**src/rtl/gray_counter_conv_if.sv**
```systemverilog
// Valid/ready converter channel of the Gray-code unit.
// The master side produces words and consumes results. The slave side is the converter.
interface gray_counter_conv_if #(
  parameter int unsigned WIDTH = 4
);
  logic             cv_dir;
  logic             cv_valid;
  logic             cv_ready;
  logic [WIDTH-1:0] cv_in;
  logic [WIDTH-1:0] cv_out;
  logic             cv_ovalid;
  logic             cv_oready;

  modport master (
    output cv_dir, cv_valid, cv_in, cv_oready,
    input  cv_ready, cv_out, cv_ovalid
  );

  modport slave (
    input  cv_dir, cv_valid, cv_in, cv_oready,
    output cv_ready, cv_out, cv_ovalid
  );
endinterface

```
**src/rtl/gray_counter_conv.sv**
```systemverilog
// Gray-code unit with two independent sections.
// The first is an up/down/load counter that outputs binary and registered Gray.
// The second is a 1-deep binary<->Gray converter with a valid/ready handshake.
module gray_counter_conv #(
  parameter int unsigned WIDTH = 4
) (
  input  logic                 clk,
  input  logic                 rst_n,
  input  logic                 cnt_en,
  input  logic                 cnt_up,
  input  logic                 cnt_load,
  input  logic [WIDTH-1:0]     cnt_din,
  output logic [WIDTH-1:0]     cnt_bin,
  output logic [WIDTH-1:0]     cnt_gray,
  output logic                 cnt_wrap,
  gray_counter_conv_if.slave   cv
);

  localparam logic [WIDTH-1:0] CNT_MAX = '1;

  function automatic logic [WIDTH-1:0] bin2gray(input logic [WIDTH-1:0] b);
    return b ^ (b >> 1);
  endfunction

  function automatic logic [WIDTH-1:0] gray2bin(input logic [WIDTH-1:0] g);
    logic [WIDTH-1:0] b;
    b[WIDTH-1] = g[WIDTH-1];
    for (int i = int'(WIDTH) - 2; i >= 0; i--) begin
      b[i] = b[i+1] ^ g[i];
    end
    return b;
  endfunction

  // Counter next value; Gray is encoded from the next value so it is registered in step.
  logic [WIDTH-1:0] cnt_next;
  logic             wrap_next;

  always_comb begin
    cnt_next  = cnt_bin;
    wrap_next = 1'b0;
    if (cnt_load) begin
      cnt_next = cnt_din;
    end else if (cnt_en) begin
      if (cnt_up) begin
        cnt_next  = cnt_bin + WIDTH'(1);
        wrap_next = (cnt_bin == CNT_MAX);
      end else begin
        cnt_next  = cnt_bin - WIDTH'(1);
        wrap_next = (cnt_bin == '0);
      end
    end
  end

  always_ff @(posedge clk) begin
    if (!rst_n) begin
      cnt_bin  <= '0;
      cnt_gray <= '0;
      cnt_wrap <= 1'b0;
    end else begin
      cnt_bin  <= cnt_next;
      cnt_gray <= bin2gray(cnt_next);
      cnt_wrap <= wrap_next;
    end
  end

  // The converter accepts whenever its single output slot is free or draining this cycle.
  logic             cv_accept;
  logic [WIDTH-1:0] cv_conv;

  assign cv.cv_ready = !cv.cv_ovalid || cv.cv_oready;
  assign cv_accept   = cv.cv_valid && cv.cv_ready;
  assign cv_conv     = cv.cv_dir ? gray2bin(cv.cv_in) : bin2gray(cv.cv_in);

  always_ff @(posedge clk) begin
    if (!rst_n) begin
      cv.cv_out    <= '0;
      cv.cv_ovalid <= 1'b0;
    end else if (cv_accept) begin
      cv.cv_out    <= cv_conv;
      cv.cv_ovalid <= 1'b1;
    end else if (cv.cv_oready) begin
      cv.cv_ovalid <= 1'b0;
    end
  end

endmodule

```
**src/flat_wrapper.sv**
```systemverilog
// flat-port wrapper written by rule: the top's interface ports become plain ports
module gray_counter_conv_flat 
#(
  parameter int unsigned WIDTH = 4
)
  (clk, rst_n, cnt_en, cnt_up, cnt_load, cnt_din, cnt_bin, cnt_gray, cnt_wrap, cv_cv_dir, cv_cv_valid, cv_cv_in, cv_cv_oready, cv_cv_ready, cv_cv_out, cv_cv_ovalid);
  gray_counter_conv_if #(.WIDTH(WIDTH)) cv_i ();
  input  logic clk;
  input  logic rst_n;
  input  logic cnt_en;
  input  logic cnt_up;
  input  logic cnt_load;
  input  logic [WIDTH-1:0] cnt_din;
  output logic [WIDTH-1:0] cnt_bin;
  output logic [WIDTH-1:0] cnt_gray;
  output logic cnt_wrap;
  input wire logic [$bits(cv_i.cv_dir)-1:0] cv_cv_dir;
  input wire logic [$bits(cv_i.cv_valid)-1:0] cv_cv_valid;
  input wire logic [$bits(cv_i.cv_in)-1:0] cv_cv_in;
  input wire logic [$bits(cv_i.cv_oready)-1:0] cv_cv_oready;
  output wire logic [$bits(cv_i.cv_ready)-1:0] cv_cv_ready;
  output wire logic [$bits(cv_i.cv_out)-1:0] cv_cv_out;
  output wire logic [$bits(cv_i.cv_ovalid)-1:0] cv_cv_ovalid;
  assign cv_i.cv_dir = cv_cv_dir;
  assign cv_i.cv_valid = cv_cv_valid;
  assign cv_i.cv_in = cv_cv_in;
  assign cv_i.cv_oready = cv_cv_oready;
  assign cv_cv_ready = cv_i.cv_ready;
  assign cv_cv_out = cv_i.cv_out;
  assign cv_cv_ovalid = cv_i.cv_ovalid;
  gray_counter_conv #(.WIDTH(WIDTH)) u_core (.clk(clk), .rst_n(rst_n), .cnt_en(cnt_en), .cnt_up(cnt_up), .cnt_load(cnt_load), .cnt_din(cnt_din), .cnt_bin(cnt_bin), .cnt_gray(cnt_gray), .cnt_wrap(cnt_wrap), .cv(cv_i));
endmodule
```
**config.mk**
```make
export PLATFORM = sky130hd
export DESIGN_NAME = gray_counter_conv_flat
export DESIGN_NICKNAME = d
export VERILOG_FILES = /design/src/rtl/gray_counter_conv_if.sv /design/src/rtl/gray_counter_conv.sv /design/src/flat_wrapper.sv
export SDC_FILE = /design/constraint.sdc
export NUM_CORES = 1
export LEC_CHECK = 0
export ABC_AREA = 1
export CORE_MARGIN = 5
export CORE_UTILIZATION = 40
export DETAILED_ROUTE_END_ITERATION = 10
export PLACE_DENSITY = 0.77
export SLEW_MARGIN = 10
export SYNTH_ARGS = -nofsm -noshare
export SYNTH_HDL_FRONTEND = slang
export SYNTH_SLANG_ARGS = --single-unit
```
**constraint.sdc**
```tcl
create_clock -name clk -period 1.8 [get_ports clk]
set_input_delay 0.45 -clock clk [delete_from_list [all_inputs] [get_ports clk]]
set_output_delay 0.45 -clock clk [all_outputs]
set_load 0.005 [all_outputs]
```
# Word level (Yosys, flattened, before mapping)
# Index checks and enable logic that the tools add are counted.
# classes
add_sub_neg,2
eq_ne,1
mux,7
bitwise,7
reduce_logical,6
# op_table
cell,count
$mux W4,4
$xor A4 B3 Y4,2
$add A4 B1 Y4 const B,1
$eq A4 B4 Y1 const B,1
$logic_not A4 Y1,1
$sub A4 B1 Y4 const B,1
$mux W1,3
$reduce_or A3 Y1,1
$xor A1 B1 Y1,3
$not A1 Y1,2
$reduce_bool A2 Y1,1
$logic_and A1 B1 Y1,1
$logic_not A1 Y1,1
$logic_or A1 B1 Y1,1
# totals
ff_bits,14
in_bits,16
out_inout_bits,15
wordCells,28

# Longest topological paths before layout
# Gate-level depths: netlist of the first run.
# logic_depth
ltp_word,5
mapped_depth,11
depth_no_buf,11

# Worst setup path after synthesis of the first run
# OpenSTA, ideal clock, no wires.
# synth_path
path_type,input to register
from,in cnt_up
to,reg u_core.cnt_gray[2]
setup_ns,0.112
arrival_ns,1.420
t_required_ns,1.688
setup_slack_ns,0.268
path_stages,9
n_path_buf,0
cell_sequence,inv_1 ha_1 or2_1 nand3_1 nand3_1 nand2_1 nand2_1 nand2_1 nand2_1
# synth_between
elab_chain_len,4
# synth_lines
element,line,text
start: declaration,flat_wrapper.sv:11,input logic cnt_up;
$mux W4,gray_counter_conv.sv:44,if (cnt_up) begin
$mux W4,gray_counter_conv.sv:43,end else if (cnt_en) begin
$mux W4,gray_counter_conv.sv:41,if (cnt_load) begin
$xor A4 B3 Y4,gray_counter_conv.sv:22,return b ^ (b >> 1);
end signal: assignment,gray_counter_conv.sv:61,cnt_gray <= bin2gray(cnt_next);
end: declaration,gray_counter_conv.sv:14,"output logic [WIDTH-1:0] cnt_gray,"
# Every way passes these cells.
# A chain may end at the register's enable or synchronous reset.

# Final worst setup path of the first run
# layout_path
from,reg u_core.cnt_bin[0]
to,out cnt_bin[0]
# layout_rtl
element,line,text
start: declaration,gray_counter_conv.sv:13,"output logic [WIDTH-1:0] cnt_bin,"
start signal: assignment,gray_counter_conv.sv:60,cnt_bin <= cnt_next;
end: declaration,flat_wrapper.sv:14,output logic [WIDTH-1:0] cnt_bin;
# No word-level cell between the ends.

==> impl_metrics.tcl, run 1 <==
set metrics [dict create \
    rows 15 \
    ys_ff_latch 13 \
    critPathArrivalTime_ns 1.28 \
    mappedNetlistNets 120 \
    outcome "finished, final reports clean" \
    syn_to_final_growth_pct 54.5 \
    hold_violations 0 \
    dieArea_um2 2690 \
    grt_overflow 0 \
    nets 160 \
    setup_slack_ns 0.0726 \
    finalCritPeriodShare_pct 96.0 \
    fin_area_um2 1080 \
    drtAntennaViolNets 0 \
    cp_slowest_stage_delay_ns 0.55 \
    place.gp.congestion 0.808 \
    wirelength_um 1790 \
    worstReg2RegStart "u_core.cnt_bin[0]" \
    p_switching_uw 210 \
    post_drt_wl_per_cell_um 11.4 \
    layout_commonest_cell "clkdlybuf4s50_1" \
    io_buffers 30 \
    via_count 781 \
    worst_slew_pin_slew_ns 0.240 \
    h-tree-depth 1 \
    cp-end-kind "output port" \
    syn_area_per_cell_um2 6.95 \
    cts_root_buf "clkbuf_4" \
    rsz0062_at_grt "no" \
    synthCells 101 \
    dp_hpwl_um 1490 \
    cellInternalPower_uw 529 \
    worst-path-buf-inv 1 \
    ctsLongestPathBuffers 2 \
    path_delay_family "buffers and inverters" \
    antenna_found_initial 0 \
    initial_core_util_pct 41.6 \
    comb_power_share_pct 30.8 \
    synth.cell_area_um2 702 \
    hp-start "u_core.cv.cv_out[3]" \
    yosysWarnings 0 \
    dr.pass1.iters 4 \
    cts_buffers 3 \
    maxCapViolations 0 \
    powerDensity_nw_per_um2 681 \
    required_ns 1.35 \
    core_area_um2 1690 \
    grt_pass1_wl_um 3090 \
    crit_path_top_delay_cell "clkdlybuf4s50_1" \
    min_path_type "reg2reg" \
    startpoint_type "flop" \
    grt_pass1_vias 760 \
    crit_fanout 6 \
    drcViolationCount 0 \
    min_period_ns 1.73 \
    p_sw_share_pct 28.4 \
    ir_drop_uv 553 \
    slew-limit-headroom_pct 83.9 \
    yosysUniqueCellTypes 22 \
    post_dp_cell_area_um2 1060 \
    power.share.clock_pct 24.0 \
    finalPower_uw 739 \
    finalSetupTns_ns 0 \
    dp_slack_ns -0.327 \
    setup_violations 0 \
    ios 31 \
    ys_seq_area_share_pct 37.1 \
    diodes 0 \
    initialDrtViolationCount 8 \
    final_max_slew_viol_count 0 \
    fmax_ghz 0.579 \
    power_frac_seq_pct 45.2 \
    cts_sinks 13 \
    p_leak_uw 0.000495 \
    die_w_um 51.9 \
    grt_max_degree 9 \
    setup.worst_path.start "u_core.cnt_bin[0]" \
    skew_ns 0.00119 \
    die_y_um 51.9 \
    drt-vias-per-instance 4.97 \
    clk_latency_ns 0.27 \
    cts_tree "built" \
    clkTransAtPathRegs_ns 0.08 \
    path_class "reg2out" \
    worstPathCellList "clkdlybuf4s50_1" \
    layout-drive-gt1-share_pct 12.1 \
    post-cts-setup-buffer-count 0 \
    grt_use_total_pct 15.4 \
    final_cell_mix "clkdlybuf4s50_1 (28), nand2_1 (23), dfxtp_1 (13)" \
]
==> path summary, 6_finish.rpt <==
| kind | endpoint | slack [ns] | cells past startpoint |
|---|---|---|---|
| worst max-delay path | cnt_bin[0] | 0.07 | 1 |
| worst min-delay path | u_core.cv.cv_out[3] | 0.55 | 2 |
| worst max register to register | u_core.cnt_gray[0] | 0.29 | 7 |
| worst min register to register | u_core.cv.cv_out[3] | 0.55 | 2 |
==> kinds of logic (layout without fill, tap and decap cells) <==
kind of cell / after synthesis / count (layout) / synth area share, %
adder cells (fa/ha/maj): 3 / 3 / 6.42
flip-flops: 13 / 13 / 37.1
AND/OR/NAND/NOR: 49 / 49 / 30.1
AO/OA/AOI/OAI: 21 / 21 / 17.1
XOR/XNOR: 1 / 1 / 1.25
buffers and inverters: 14 / 53 / 8.02
==> layer usage <==
metal	track usage, %	up-vias	wire length, um
met2	27.6	19	938
met5	0	-	0
li1	-	413	-
met1	16.3	349	723
met3	4.87	0	127
met4	6.55	0	0
==> metrics by stage <==
stage / util (%) / hold slack (ns) / std cells
after global placement: 62.8 / 0.511 / 153
final: 64.2 / 0.546 / 157
after detailed placement: 62.8 / 0.520 / 153
after global routing: 64.2 / 0.568 / 157
after CTS: 64.2 / 0.546 / 157
after floorplan: - / 0.513 / 101
==> what timing repair did <==
action	4_1_cts	5_1_grt
gates resized for setup	3	0
hold buffers	0	0
endpoints found under the setup margin	4	0
==> cells in the mapped netlist (all sizes together) <==
cell type | number | share of area, %
a31oi | 1 | 0.89
dfxtp | 13 | 37
a21oi | 10 | 7.7
buf | 1 | 1.1
ha | 2 | 3.6
xnor2 | 1 | 1.2
nand2 | 23 | 12
nor2 | 11 | 6.2
nand4 | 1 | 0.89
a211oi | 1 | 1.1
o21ai | 9 | 7.5
or2 | 4 | 3.6
fa | 1 | 2.9
nor3 | 1 | 0.71
nand3 | 9 | 6.4
inv | 13 | 7.0
==> state kept, by name, summed over array words and instances, names as in the netlist <==
| register | flops |
|---|---|
| u_core.cv.cv_out | 4 |
| u_core.cnt_gray | 4 |
| u_core.cv.cv_ovalid | 1 |
| u_core.cnt_wrap | 1 |
| u_core.cnt_bin | 3 |
==> cell type report <==
cell class | count | area, um2
tap | 17 | 21.3
timing repair buffer | 36 | 343
inverter | 13 | 48.8
fill | 163 | 604
clock buffer | 4 | 26.3
sequential | 13 | 260
multi-input combinational | 74 | 385
==> power by group through the flow <==
stage / combinational (uW) / clock (uW) / sequential (uW)
3_3_place_gp: 223 / 0 / 340
6_report: 228 / 177 / 334
4_1_cts: 230 / 184 / 335
3_5_place_dp: 230 / 0 / 341
5_1_grt: 254 / 206 / 338
2_1_floorplan: 101 / 0 / 341
No activity file was read; power rests on OpenSTA's default activity.
==> run 2, diff against run 1 <==
--- a/config.mk
+++ b/config.mk
@@ -7,9 +7,10 @@
 export LEC_CHECK = 0
 export ABC_AREA = 1
 export CORE_MARGIN = 5
-export CORE_UTILIZATION = 40
+export CORE_UTILIZATION = 42
+export CTS_BUF_LIST = sky130_fd_sc_hd__clkbuf_8
 export DETAILED_ROUTE_END_ITERATION = 10
-export PLACE_DENSITY = 0.77
+export PLACE_DENSITY = 0.8
 export SLEW_MARGIN = 10
 export SYNTH_ARGS = -nofsm -noshare
 export SYNTH_HDL_FRONTEND = slang
==> run 2 against run 1 <==
  * Sequential power about the same
  * Utilization up 8.3 points
  * Final cell count up 0.64%
  * Maximum frequency up 0.53%
  * Sequential share of layout area down 0.70 points
  * Via count up 1.4%
  * Largest power group unchanged
  * Highest routed layer is now met4
==> impl_metrics.tcl, run 2 (synthesis results as in run 1) <==
set metrics [dict create \
    outcome "finished, final reports clean" \
    cts_buffers 3 \
    h-tree-depth 1 \
    layout-drive-gt1-share_pct 13.4 \
    drtAntennaViolNets 0 \
    finalSetupTns_ns 0 \
    hold_violations 0 \
    final_cell_mix "clkdlybuf4s50_1 (28), nand2_1 (23), dfxtp_1 (13)" \
    worst_slew_pin_slew_ns 0.273 \
    syn_to_final_growth_pct 59.2 \
    post_drt_wl_per_cell_um 11.1 \
    ctsLongestPathBuffers 2 \
    rows 14 \
    die_y_um 50.9 \
    critPathArrivalTime_ns 1.27 \
    via_count 792 \
    required_ns 1.35 \
    die_w_um 50.9 \
    hp-start "u_core.cv.cv_out[0]" \
    reg_top3 "u_core.cnt_gray (4), u_core.cv.cv_out (4), u_core.cnt_bin (3)" \
    nets 162 \
    final_max_slew_viol_count 0 \
    drcViolationCount 0 \
    cp_slowest_stage_delay_ns 0.56 \
    clkTransAtPathRegs_ns 0.05 \
    grt_use_total_pct 14.5 \
    setup_slack_ns 0.0818 \
    fmax_ghz 0.582 \
    min_to "u_core.cv.cv_out[0]" \
    post_dp_cell_area_um2 1070 \
    layout_commonest_cell "clkdlybuf4s50_1" \
    initialDrtViolationCount 14 \
    cp-end-kind "output port" \
    powerDensity_nw_per_um2 731 \
    p_leak_uw 0.000517 \
    dp_hpwl_um 1460 \
    worstReg2RegStart "u_core.cnt_bin[0]" \
    maxCapViolations 0 \
    cts_tree "built" \
    worst-path-buf-inv 1 \
    slew-limit-headroom_pct 81.8 \
    hold_depth 2 \
    cts_sinks 13 \
    dp_cells 154 \
    rsz0062_at_grt "no" \
    grt_max_degree 9 \
    r2r_cells 7 \
    setup.worst_path.start "u_core.cnt_bin[0]" \
    reg2reg_to "u_core.cnt_gray[0]" \
    min_period_ns 1.72 \
    skew_ns 0.00161 \
    grt_overflow 0 \
    finalCritPeriodShare_pct 95.5 \
    dp_slack_ns -0.339 \
    finalNonFillerCells 158 \
    ios 31 \
    cts_root_buf "clkbuf_8" \
    io_buffers 30 \
    diodes 0 \
    dieArea_um2 2590 \
    clk_latency_ns 0.24 \
    min_path_type "reg2reg" \
    worstPathCellList "clkdlybuf4s50_1" \
    dr.pass1.iters 4 \
    path_class "reg2out" \
    startpoint_type "flop" \
    setup_violations 0 \
    crit_path_top_delay_cell "clkdlybuf4s50_1" \
    wirelength_um 1760 \
    fin_area_um2 1120 \
    core_area_um2 1540 \
    antenna_found_initial 0 \
    path_delay_family "buffers and inverters" \
    grt_pass1_wl_um 2950 \
    initial_core_util_pct 45.5 \
    place.gp.congestion 0.844 \
    ir_drop_uv 550 \
    r2r_setup_slack_ns 0.23 \
    grt_pass1_vias 724 \
    finish.utilization_pct 72.5 \
    drt-vias-per-instance 5.01 \
    cts_hold_buf 0 \
    crit_fanout 6 \
]
-- run 2: changes by cell type in the layout (fill, tap and decap cells not counted), sizes merged --
cell    delta
buf        +2
clkbuf     -1
inv        +1
-- run 2: how the worst max path moves through the flow --
stage / to / slack [ns] / depth (start not counted)
detailed placement: u_core.cnt_gray[0] / -0.34 / 9
global placement: u_core.cnt_gray[0] / -0.31 / 9
finish: cnt_bin[0] / 0.08 / 1
floorplan: u_core.cnt_gray[2] / 0.27 / 9
global route: cnt_bin[0] / 0.03 / 1
CTS: cnt_bin[0] / 0.08 / 1
-- run 2: area by class of cell --
class                           instances  area (um2)
Clock buffer                            3        41.3
Fill cell                             134         424
Timing Repair Buffer                   38         358
Multi-Input combinational cell         74         385
Inverter                               13        48.8
Sequential cell                        13         260
Clock inverter                          1        3.75
Tap cell                               16        20.0
-- run 2: timing repair --
action                     in CTS  in global routing
setup endpoints to repair       4                  0
setup buffers                   0                  0
gates resized for setup         3                  0
-- run 2: through the flow --
step | hold slack [ns] | power, uW
floorplan | 0.513 | 442
global placement | 0.512 | 568
detailed placement | 0.518 | 575
CTS | 0.533 | 826
global route | 0.566 | 873
finish | 0.533 | 817
-- run 2: per-layer routing --
| layer | track usage, % | share of wire, % | vias to the layer above |
|---|---|---|---|
| li1 | - | - | 415 |
| met1 | 17.1 | 45 | 351 |
| met2 | 25.4 | 48 | 22 |
| met3 | 3.49 | 5.5 | 4 |
| met4 | 5.11 | 1.3 | 0 |
| met5 | 0 | 0 | - |
-- run 2: where the power goes --
part | switching, uW | internal [uW] | total (uW)
clock network | 99.6 | 150 | 250
logic | 99.1 | 133 | 232
registers | 20.6 | 315 | 335
total | 219 | 598 | 817
==> edit, RTL diff (settings of run 1) <==
Put one more register stage on the output `cnt_gray`, with the module's reset. The value now appears one clock later. The other outputs are not delayed to match.
--- a/src/rtl/gray_counter_conv.sv
+++ b/src/rtl/gray_counter_conv.sv
@@ -18,4 +18,6 @@
 
   localparam logic [WIDTH-1:0] CNT_MAX = '1;
+
+  logic [WIDTH-1:0] cnt_gray_s0;
 
   function automatic logic [WIDTH-1:0] bin2gray(input logic [WIDTH-1:0] b);
@@ -55,9 +57,9 @@
     if (!rst_n) begin
       cnt_bin  <= '0;
-      cnt_gray <= '0;
+      cnt_gray_s0 <= '0;
       cnt_wrap <= 1'b0;
     end else begin
       cnt_bin  <= cnt_next;
-      cnt_gray <= bin2gray(cnt_next);
+      cnt_gray_s0 <= bin2gray(cnt_next);
       cnt_wrap <= wrap_next;
     end
@@ -84,4 +86,12 @@
   end
 
+  always_ff @(posedge clk) begin
+    if (!rst_n) begin
+      cnt_gray <= '0;
+    end else begin
+      cnt_gray <= cnt_gray_s0;
+    end
+  end
+
 endmodule
 
Behaviour: not the same (a bounded check fails within 4 cycles, from zero or initial values and one cycle with rst_n low).
==> edit against run 1 <==
Clock skew grew 0.0027 ns; critical endpoint is now cnt_bin[2]; power grew 18%; first-iteration DRC count shrank 50%; wire length grew 2.2%; synthesized area grew 20%; die area grew 16%; sequential power grew 29%; sequential cell count grew 4; worst setup slack gained 0.0022 ns; final area grew 13%; highest routed layer is now met4.
==> edit: results (changes against run 1) <==
metric,value,unit,change
synth_common_cells,"nand2_1 (27), dfxtp_1 (17), inv_1 (12)",,
grtUsageTotal,12.93,%,-2.5 points
dr_total_vias,795,,+1.8%
drt_iter0_drc,4,,-4
synth_nets,130,,+8.3%
grt_pass1_wl,3208,µm,+3.8%
drive_above_1_share,18.12,%,+6.0 points
clkLatencyLatePin,0.29,ns,+0.02 ns
worst-slew-pin-transition,0.2471,ns,+0.007035 ns
async_reset_ff_share,0,%,unchanged
routed_wirelength,1829,µm,+2.2%
critPathTopFamily,buffers and inverters,,
status,finished clean,,
met3_wirelength,96,µm,-24%
antenna_cells,0,,unchanged
placed_area,1205,µm²,+14%
slowest_stage,clkdlybuf4s50_1,,
fill_cells,177,,+8.6%
cp_max_fo,5,,-1
synthTopCellsByArea,"dfxtp_1 (40%), nand2_1 (12%), inv_1 (5.4%)",,
antenna_found_initial,0,,unchanged
peakVddDrop,0.5431,mV,-1.7%
ys.flop_type,dfxtp_1,,
grt_max_degree,11,,+2
drt_pass1_iterations,4,,unchanged
grt_pass1_vias,776,,+2.1%
io_buffers,30,,unchanged
top_regs,"u_core.cnt_bin (4), u_core.cnt_gray (4), u_core.cv.cv_out (4)",,
wl_per_cell,10.39,µm,-8.9%
clk_path_buf_depth,2,,unchanged
cp.arrival,1.28,ns,about the same
cts_root_buf,clkbuf_4,,
yosys_warnings,0,,unchanged
yosysSeqAreaShare,40.48,%,+3.4 points
avgSynthCellArea,7.575,µm²,+9.0%
gp_congestion,0.7957,,-1.5%
max_freq,0.5797,GHz,+0.13%
routed.top_layer,met4,,
slowest_delay,0.55,ns,about the same
place_hpwl,1548,µm,+3.6%
synth_cell_type_count,23,,+4.5%
skew,0.003925,ns,+0.002736 ns
place_worst_setup_slack,-0.4020,ns,-0.07478 ns
ff2ff_setup_slack,0.27,ns,-0.02 ns
clkSlewWorstSetupHoldPaths,0.09,ns,
place_inst,172,,+12%
power_leakage,0.5740,nW,+16%
dr_wl_met2,979,µm,+4.4%
htreeDepth,1,,unchanged
wl_met1,728,µm,+0.69%
holdWs,0.4246,ns,-0.1212 ns
[edit: power breakdown]
group	switching (mW)	internal (mW)	leakage, nW
registers	0.0207	0.410	0.141
clock network	0.113	0.0863	0.0150
logic	0.108	0.134	0.418
[edit: cells by family (layout without fill, tap and decap cells)]
kind of cell / after synthesis / after routing / synth area share [%]
AO/OA/AOI/OAI: 19 / 19 / 14.88
flip-flops: 17 / 17 / 40.48
adder cells (fa/ha/maj): 3 / 3 / 5.357
buffers and inverters: 17 / 55 / 8.481
XOR/XNOR: 4 / 4 / 4.167
AND/OR/NAND/NOR: 51 / 51 / 26.64
[edit: cell type report]
class	instances	area, µm²	area share [%]
sequential	17	341.6	27.77
timing repair buffer	36	342.8	27.87
inverter	15	56.30	4.578
clock buffer	4	26.28	2.136
multi-input combinational	77	429.2	34.89
tap	27	33.78	2.747
[edit: worst paths after layout]
check	startpoint	to	cells after the start
worst max-delay path	u_core.cnt_bin[2]	cnt_bin[2]	1
worst min-delay path	u_core.cnt_gray_s0[2]	u_core.cnt_gray[2]	2
worst max register to register	u_core.cnt_bin[2]	u_core.cnt_gray_s0[2]	10
worst min register to register	u_core.cnt_gray_s0[2]	u_core.cnt_gray[2]	2
[edit: what timing repair did]
action,CTS,global route
gates cloned,0,0
buffers inserted,0,0
hold buffers,0,0
gates resized for setup,3,1
setup endpoints to repair,5,1
[edit: layer usage]
metal	vias to the layer above	global-route usage [%]
met5	-	0
met4	0	5.085
met3	5	4.408
met2	17	23.65
met1	345	13.45
li1	428	-
